[src/rtl/conv_window_gen_pkg.sv]
// conv_pkg: shared constants and types for the 3x3 window generator.
//   Image geometry, pixel/ROM widths, the control-state enum and the
//   lane -> (row, col) lookup tables used to pack the output window.
package conv_pkg;

    localparam int IMG_ROWS = 25;
    localparam int IMG_COLS = 32;
    localparam int PIX_W    = 4;
    localparam int ROM_W    = 12;
    localparam int SRC_MSB  = 11;
    localparam int KERNEL   = 3;

    localparam int OUT_ROWS = IMG_ROWS - KERNEL + 1;
    localparam int OUT_COLS = IMG_COLS - KERNEL + 1;
    localparam int LANES    = KERNEL * KERNEL;

    // Counter widths: 0..24 rows and 0..31 columns both fit in 5 bits.
    localparam int ROW_W = 5;
    localparam int COL_W = 5;

    typedef enum logic [2:0] {
        IDLE = 3'd0,
        ADDR = 3'd1,
        DATA = 3'd2,
        EMIT = 3'd3,
        DONE = 3'd4
    } state_t;

    // Lane k of the packed window holds pixel (top + LANE_ROW[k], left + LANE_COL[k]).
    typedef int lane_tab_t [LANES];
    localparam lane_tab_t LANE_ROW = '{0, 0, 0, 1, 1, 1, 2, 2, 2};
    localparam lane_tab_t LANE_COL = '{0, 1, 2, 0, 1, 2, 0, 1, 2};

endpackage

[src/rtl/conv_window_gen_if.sv]
// conv_window_gen_if: valid/ready window channel towards the convolution array.
//   win_valid  window available          (master -> slave)
//   win_ready  consumer accepts window   (slave  -> master)
//   win_pix    9 lanes of PIX_W bits, lane 0 at LSBs
//   win_row    window top-left row    (0..22)
//   win_col    window top-left column (0..29)
interface conv_window_gen_if;
    import conv_pkg::*;

    logic                     win_valid;
    logic                     win_ready;
    logic [LANES*PIX_W-1:0]   win_pix;
    logic [4:0]               win_row;
    logic [4:0]               win_col;

    modport master (
        output win_valid,
        output win_pix,
        output win_row,
        output win_col,
        input  win_ready
    );

    modport slave (
        input  win_valid,
        input  win_pix,
        input  win_row,
        input  win_col,
        output win_ready
    );

endinterface

[src/rtl/conv_line_buffer.sv]
// conv_line_buffer: one image row of pixels held in registers.
//   clk      clock
//   i_addr   shared read/write column address
//   i_we     write enable
//   i_wdata  pixel written at i_addr
//   o_rdata  pixel stored at i_addr (combinational read, returns the old
//            value in the cycle of a write to the same address)
// Contents are deliberately not reset: every entry is rewritten by the
// first two image rows before any window reads it.
module conv_line_buffer #(
    parameter int DEPTH = 32,
    parameter int WIDTH = 4
) (
    input  logic                     clk,
    input  logic [$clog2(DEPTH)-1:0] i_addr,
    input  logic                     i_we,
    input  logic [WIDTH-1:0]         i_wdata,
    output logic [WIDTH-1:0]         o_rdata
);

    logic [WIDTH-1:0] r_mem [DEPTH];

    assign o_rdata = r_mem[i_addr];

    always_ff @(posedge clk) begin
        if (i_we) begin
            r_mem[i_addr] <= i_wdata;
        end
    end

endmodule

[src/rtl/conv_window_gen.sv]
// conv_window_gen: scans the 25x32 image ROM row-major and emits every
// complete 3x3 window over a valid/ready channel.
//   clk       clock, all logic on rising edge
//   rst       synchronous active-high reset, aborts any frame
//   start     begin one frame scan (only looked at in IDLE)
//   rom_row   ROM row address    (registered)
//   rom_col   ROM column address (registered)
//   rom_data  synchronous ROM data, valid the cycle after the address
//   win       window channel (master side)
//   busy      high while scanning (ADDR/DATA/EMIT)
//   done      one-cycle pulse after the last window is accepted
// Each pixel takes ADDR (address out) and DATA (capture). Pixels with
// r>=2 and c>=2 complete a window and add one EMIT cycle per offer.
module conv_window_gen
    import conv_pkg::*;
(
    input  logic             clk,
    input  logic             rst,
    input  logic             start,
    output logic [5:0]       rom_row,
    output logic [8:0]       rom_col,
    input  logic [ROM_W-1:0] rom_data,
    conv_window_gen_if.master win,
    output logic             busy,
    output logic             done
);

    state_t             r_state;
    state_t             w_next_state;

    logic [ROW_W-1:0]   r_row;
    logic [COL_W-1:0]   r_col;

    logic [PIX_W-1:0]   r_win [KERNEL][KERNEL];
    logic               r_win_valid;
    logic [4:0]         r_win_row;
    logic [4:0]         r_win_col;
    logic               r_busy;
    logic               r_done;

    logic [PIX_W-1:0]   w_pix;
    logic [PIX_W-1:0]   w_lb0_rd;
    logic [PIX_W-1:0]   w_lb1_rd;

    logic               w_capture;
    logic               w_has_win;
    logic               w_last_pix;
    logic               w_advance;
    logic               w_clear;

    logic               w_unused_rom;

    // The pixel lives in a 3-bit field of the ROM word; other bits are ignored.
    assign w_pix        = PIX_W'(rom_data[SRC_MSB -: 3]);
    assign w_unused_rom = ^rom_data[SRC_MSB-3:0];

    assign w_has_win  = (r_row >= 5'd2) && (r_col >= 5'd2);
    assign w_last_pix = (r_row == 5'(IMG_ROWS - 1)) && (r_col == 5'(IMG_COLS - 1));

    // ---- state register ----
    always_ff @(posedge clk) begin
        if (rst) begin
            r_state <= IDLE;
        end else begin
            r_state <= w_next_state;
        end
    end

    // ---- next-state logic ----
    always_comb begin
        w_next_state = r_state;
        case (r_state)
            IDLE: if (start) w_next_state = ADDR;
            ADDR: w_next_state = DATA;
            DATA: w_next_state = w_has_win ? EMIT : ADDR;
            EMIT: begin
                if (win.win_ready) begin
                    w_next_state = w_last_pix ? DONE : ADDR;
                end
            end
            DONE: w_next_state = IDLE;
            default: w_next_state = IDLE;
        endcase
    end

    // ---- control strobes ----
    always_comb begin
        w_clear   = 1'b0;
        w_capture = 1'b0;
        w_advance = 1'b0;
        case (r_state)
            IDLE: w_clear = start;
            DATA: begin
                w_capture = 1'b1;
                w_advance = !w_has_win;
            end
            // The final pixel does not advance so the counters never leave the image.
            EMIT: w_advance = win.win_ready && !w_last_pix;
            default: ;
        endcase
    end

    // ---- pixel counters (double as the registered ROM address) ----
    always_ff @(posedge clk) begin
        if (rst || w_clear) begin
            r_row <= '0;
            r_col <= '0;
        end else if (w_advance) begin
            if (r_col == 5'(IMG_COLS - 1)) begin
                r_col <= '0;
                r_row <= r_row + 5'd1;
            end else begin
                r_col <= r_col + 5'd1;
            end
        end
    end

    // ---- line buffers: lb0 holds row r-2, lb1 holds row r-1 ----
    conv_line_buffer #(
        .DEPTH (IMG_COLS),
        .WIDTH (PIX_W)
    ) u_lb0 (
        .clk     (clk),
        .i_addr  (r_col),
        .i_we    (w_capture),
        .i_wdata (w_lb1_rd),
        .o_rdata (w_lb0_rd)
    );

    conv_line_buffer #(
        .DEPTH (IMG_COLS),
        .WIDTH (PIX_W)
    ) u_lb1 (
        .clk     (clk),
        .i_addr  (r_col),
        .i_we    (w_capture),
        .i_wdata (w_pix),
        .o_rdata (w_lb1_rd)
    );

    // ---- window shift register and registered outputs ----
    always_ff @(posedge clk) begin
        if (rst) begin
            for (int i = 0; i < KERNEL; i++) begin
                for (int j = 0; j < KERNEL; j++) begin
                    r_win[i][j] <= '0;
                end
            end
            r_win_valid <= 1'b0;
            r_win_row   <= '0;
            r_win_col   <= '0;
            r_busy      <= 1'b0;
            r_done      <= 1'b0;
        end else begin
            if (w_capture) begin
                // Shift left; the fresh right column is rows r-2, r-1, r.
                for (int i = 0; i < KERNEL; i++) begin
                    r_win[i][0] <= r_win[i][1];
                    r_win[i][1] <= r_win[i][2];
                end
                r_win[0][2] <= w_lb0_rd;
                r_win[1][2] <= w_lb1_rd;
                r_win[2][2] <= w_pix;
                if (w_has_win) begin
                    r_win_row <= r_row - 5'd2;
                    r_win_col <= r_col - 5'd2;
                end
            end
            r_win_valid <= (w_next_state == EMIT);
            r_busy      <= (w_next_state == ADDR) || (w_next_state == DATA) ||
                           (w_next_state == EMIT);
            r_done      <= (w_next_state == DONE);
        end
    end

    for (genvar k = 0; k < LANES; k++) begin : g_lane
        assign win.win_pix[k*PIX_W +: PIX_W] = r_win[LANE_ROW[k]][LANE_COL[k]];
    end

    assign win.win_valid = r_win_valid;
    assign win.win_row   = r_win_row;
    assign win.win_col   = r_win_col;
    assign rom_row       = {1'b0, r_row};
    assign rom_col       = {4'b0, r_col};
    assign busy          = r_busy;
    assign done          = r_done;

endmodule
[src/flat_wrapper.sv]
// flat-port wrapper written by rule: the top's interface ports become plain ports
module conv_window_gen_flat import conv_pkg::*;
  (clk, rst, start, rom_row, rom_col, rom_data, busy, done, win_win_valid, win_win_pix, win_win_row, win_win_col, win_win_ready);
  conv_window_gen_if win_i ();
  input  logic clk;
  input  logic rst;
  input  logic start;
  output logic [5:0] rom_row;
  output logic [8:0] rom_col;
  input  logic [ROM_W-1:0] rom_data;
  output logic busy;
  output logic done;
  output wire logic [$bits(win_i.win_valid)-1:0] win_win_valid;
  output wire logic [$bits(win_i.win_pix)-1:0] win_win_pix;
  output wire logic [$bits(win_i.win_row)-1:0] win_win_row;
  output wire logic [$bits(win_i.win_col)-1:0] win_win_col;
  input wire logic [$bits(win_i.win_ready)-1:0] win_win_ready;
  assign win_win_valid = win_i.win_valid;
  assign win_win_pix = win_i.win_pix;
  assign win_win_row = win_i.win_row;
  assign win_win_col = win_i.win_col;
  assign win_i.win_ready = win_win_ready;
  conv_window_gen u_core (.clk(clk), .rst(rst), .start(start), .rom_row(rom_row), .rom_col(rom_col), .rom_data(rom_data), .win(win_i), .busy(busy), .done(done));
endmodule
[config.mk]
export PLATFORM = sky130hd
export DESIGN_NAME = conv_window_gen_flat
export DESIGN_NICKNAME = d
export VERILOG_FILES = /design/src/rtl/conv_window_gen_pkg.sv /design/src/rtl/conv_window_gen_if.sv /design/src/rtl/conv_line_buffer.sv /design/src/rtl/conv_window_gen.sv /design/src/flat_wrapper.sv
export SDC_FILE = /design/constraint.sdc
export NUM_CORES = 1
export LEC_CHECK = 0
export BUFFER_PORTS_ARGS = -buffer_cell sky130_fd_sc_hd__buf_4
export CORE_MARGIN = 4
export CORE_UTILIZATION = 60
export CTS_BUF_LIST = sky130_fd_sc_hd__clkbuf_2
export DETAILED_ROUTE_END_ITERATION = 10
export PLACE_DENSITY = 0.79
export SLEW_MARGIN = 20
export SYNTH_ARGS = -nofsm -noshare
export SYNTH_HDL_FRONTEND = slang
export SYNTH_HIERARCHICAL = 1
export SYNTH_SLANG_ARGS = --single-unit
[constraint.sdc]
create_clock -name clk -period 5.8 [get_ports clk]
set_clock_uncertainty 0.1 [all_clocks]
set_input_delay 0.29 -clock clk [delete_from_list [all_inputs] [get_ports clk]]
set_output_delay 0.29 -clock clk [all_outputs]
set_load 0.03 [all_outputs]
==> results by group <==
Logic synthesis
  • Share of flip-flops with an asynchronous set or reset: 0
  • Post-synth cell types: 52
  • Mapped Area: 13200 µm²
  • Adder-Cell Fraction of Synth Area: 0.00950
  • Register area share after synthesis: 0.698
  • Avg Inst Size Synth: 15.5 µm²
  • Yosys top cell by area: edfxtp_1
  • Compound-Gate Fraction of Synth Area: 0.0526
  • Seq cells post-synth: 315
  • Post-Synth Simple-Gate Area: 0.105
  • Synth top area share: 0.659
  • Synth warn: 6
  • Largest cells by area after synthesis: edfxtp_1, mux2i_1, dfxtp_1
  • Main combinational cell family by area after synthesis: simple AND/OR/NAND/NOR gates
  • Top_reg_cell synth: edfxtp_1
  • Post-Syn Instances: 852
  • Post-synth EDFFs: 289
  • Mux contribution to synthesized area: 0.103
  • Post-Synth XOR/XNOR Area: 0.00266

Power and ir drop
  • Maximum vdd drop: 208 µV
  • Combinational share of power: 0.036
  • Clock power share: 0.346
  • NetSw: 960 µW
  • Switching part of the total: 0.237
  • P_leak: 0.00481 µW
  • Internal power: 3090 µW
  • Power Dens Cells: 277 nW/µm²
  • Flop pwr share: 0.618

GRT
  • Vias in the first global route: 7919
  • Antenna violations before repair: 1
  • Met1 Use GR: 0.275
  • First-pass GRT wire length: 41.0 mm
  • Gr busiest metal: met2
  • Met3 usage: 0.0544
  • GR Layer Usage met2: 0.349
  • Global-route usage over all layers: 0.215
  • Largest net degree at the start of global routing: 58
  • Total congestion overflow: 0

Worst setup path
  • Setup crit start: u_core/r_col[1]
  • Worst setup path class: reg -> reg
  • Critical Path RT: 6.26 ns
  • Slowest stage delay, CP: 0.98 ns
  • Worst setup SP type: flop
  • Delay-heaviest family, CP: simple AND/OR/NAND/NOR gates
  • Crit path max fanout: 57
  • CP Capture Type: flop
  • CP Buf/Inv Count: 1
  • CP cell instances: buf_4, mux2i_1, o22ai_1, nor4_1, nand2_2, and2_1
  • FF-to-FF End: u_core/r_win[0][15]
  • Worst R2R Start: u_core/r_col[1]
  • Slowest cell on the critical path: dfxtp_4
  • Worst R2R Setup Slack: 2.06 ns
  • R2R depth: 6
  • Crit path arrival time: 4.20 ns

Run status
  • Outcome: finished clean

Cells and area
  • Final core occ: 0.688
  • Layout Nets: 1021
  • Most frequent cells in the layout: edfxtp_1, mux2i_1, clkbuf_2
  • Layout cells sized above 1: 0.203
  • Area of the multi-input gates: 3750 µm²
  • FF+latch area: 9210 µm²
  • Fillers: 1469
  • P&R area growth vs syn: 11.1%
  • Commonest non-fill, non-tap cell in the layout: edfxtp_1

Place
  • RePlAce Congestion: 0.861
  • Dpl hpwl: 16.1 mm
  • I/O Buffers: 62

Floorplan
  • # rows: 53
  • Die area: 24400 µm²
  • Initial core utilization: 0.619
  • Die Span X: 156 µm
  • Core region area: 21300 µm²
  • # IOs: 80
  • Die height: 156 µm

Clock network
  • Resized cells post-CTS: 0
  • TritonCTS buffer count: 75
  • CTS Sinks: 315
  • Reg clk slew, reported paths: 0.11 ns
  • Post-CTS Setup Repair Bufs: 0
  • Root buffer cell: clkbuf_2
  • CTS tree: yes
  • Worst skew pair latency: 0.85 ns
  • H-tree levels: 3
  • Max Root-Sink Buffers: 3

STA
  • Worst-Margin Slew: 0.938 ns
  • Final slew viol count: 0
  • Min Tclk post-route: 3.74 ns
  • Crit share post-route: 0.645
  • Unrepaired setup endpoints after global routing: false
  • Hold slack: 0.239 ns
  • Max_slew headroom: 0.375
  • Hold Violations, Final: 0
  • Fin Setup TNS: 0 ns
  • Final setup fails: 0
  • Fmax achieved: 267 MHz

Detailed routing
  • Total Routed Length: 25.9 mm
  • Routed length per placed instance: 19.5 µm
  • DR vias/cell: 5.96
  • DRT iter0 DRCs: 663
  • Vias: 7915
  • Routed Antenna Nets: 0
  • Drt drc: 0
  • 1st-pass router iterations: 5

Min path
  • Min-delay worst type: in -> reg
  • Hold Crit Endpoint: u_core/win.win_row[2]
  • Worst Hold Launch: rst
  • Hold Path Depth: 3

Flow run
  • # Max-Cap Violations: 0
## how the worst max path moves through the flow
stage | end | slack [ns] | depth (start not counted)
after floorplan | u_core/r_win[0][14] | 3.18 | 8
after global placement | u_core/r_win[0][15] | 1.92 | 6
after detailed placement | u_core/r_win[0][15] | 1.79 | 6
after CTS | u_core/r_win[0][15] | 1.72 | 6
after global routing | u_core/r_win[0][15] | 1.86 | 6
final | u_core/r_win[0][15] | 2.06 | 6
## power groups by stage
stage / Sequential (µW) / Clock [µW] / Combinational (µW)
after CTS: 2500 / 1450 / 146
after global placement: 2550 / 0 / 139
after detailed placement: 2550 / 0 / 142
after floorplan: 2580 / 0 / 60.4
after global routing: 2500 / 1580 / 157
final: 2500 / 1400 / 146
## synth_stat cells, drive strengths merged (4+ instances only)
cell type and n:
clkbuf 13, nand3b 8, nand4b 9, buf 37, mux2i 135, a211oi 6
nor4 17, and2 33, nor2 75, nand4bb 6, or4b 8, ha 10
inv 9, or3b 7, nand2 21, nor3 16, or4bb 6, o22ai 66
dfxtp 26, nand3 6, o21ai 4, xnor2 4, edfxtp 289
## kinds of logic after synthesis
group / Yosys count
buf+inv: 59
xor+xnor: 4
compound gates: 96
flops: 315
simple gates: 232
mux: 135
fa+ha+maj: 10
other cells: 1
## final cells by class
| class | instances | share of cell area |
|---|---|---|
| antenna | 1 | 0.000171 |
| timing repair buffer | 77 | 0.0405 |
| clock inverter | 40 | 0.0158 |
| multi-input combinational | 517 | 0.256 |
| sequential | 315 | 0.629 |
| inverter | 9 | 0.00231 |
| clock buffer | 95 | 0.0325 |
| tap | 275 | 0.0235 |
## sequential cells by signal (all words and copies together) (netlist names)
| signal | count |
|---|---|
| u_core/u_lb0/r_mem | 128 |
| u_core/win.win_valid | 1 |
| u_core/win.win_col | 5 |
| u_core/u_lb1/r_mem | 128 |
| u_core/done | 1 |
| u_core/r_win | 33 |
| u_core/r_state | 3 |
| u_core/r_row | 5 |
| u_core/win.win_row | 5 |
| u_core/r_col | 5 |
| u_core/busy | 1 |
## per-layer routing
metal	routed length, µm	part of all wire
met3	2180	0.084
met5	0	0
met4	654	0.025
met1	10500	0.41
met2	12600	0.49
## worst register-to-register path: stages, from the launching register on
cell	delay, ns
dfxtp_4	0.98
buf_4	0.63
mux2i_1	0.27
o22ai_1	0.09
nor4_1	0.52
nand2_2	0.54
and2_1	0.32
## through the flow
stage	setup WS (ns)	cells	total power [µW]	instance area [µm²]
CTS	1.72	1328	4100	14600
detailed placement	1.79	1187	2700	13900
global placement	1.92	1187	2690	13900
global route	1.86	1329	4240	14600
floorplan	3.18	891	2640	13300
finish	2.06	1329	4050	14600
## repair_timing
item | in CTS | in global routing
hold buffers | 6 | 0
setup endpoints to repair | 0 | 0
endpoints found under the hold margin | 123 | 0
No activity file was read; power rests on OpenSTA's default activity.
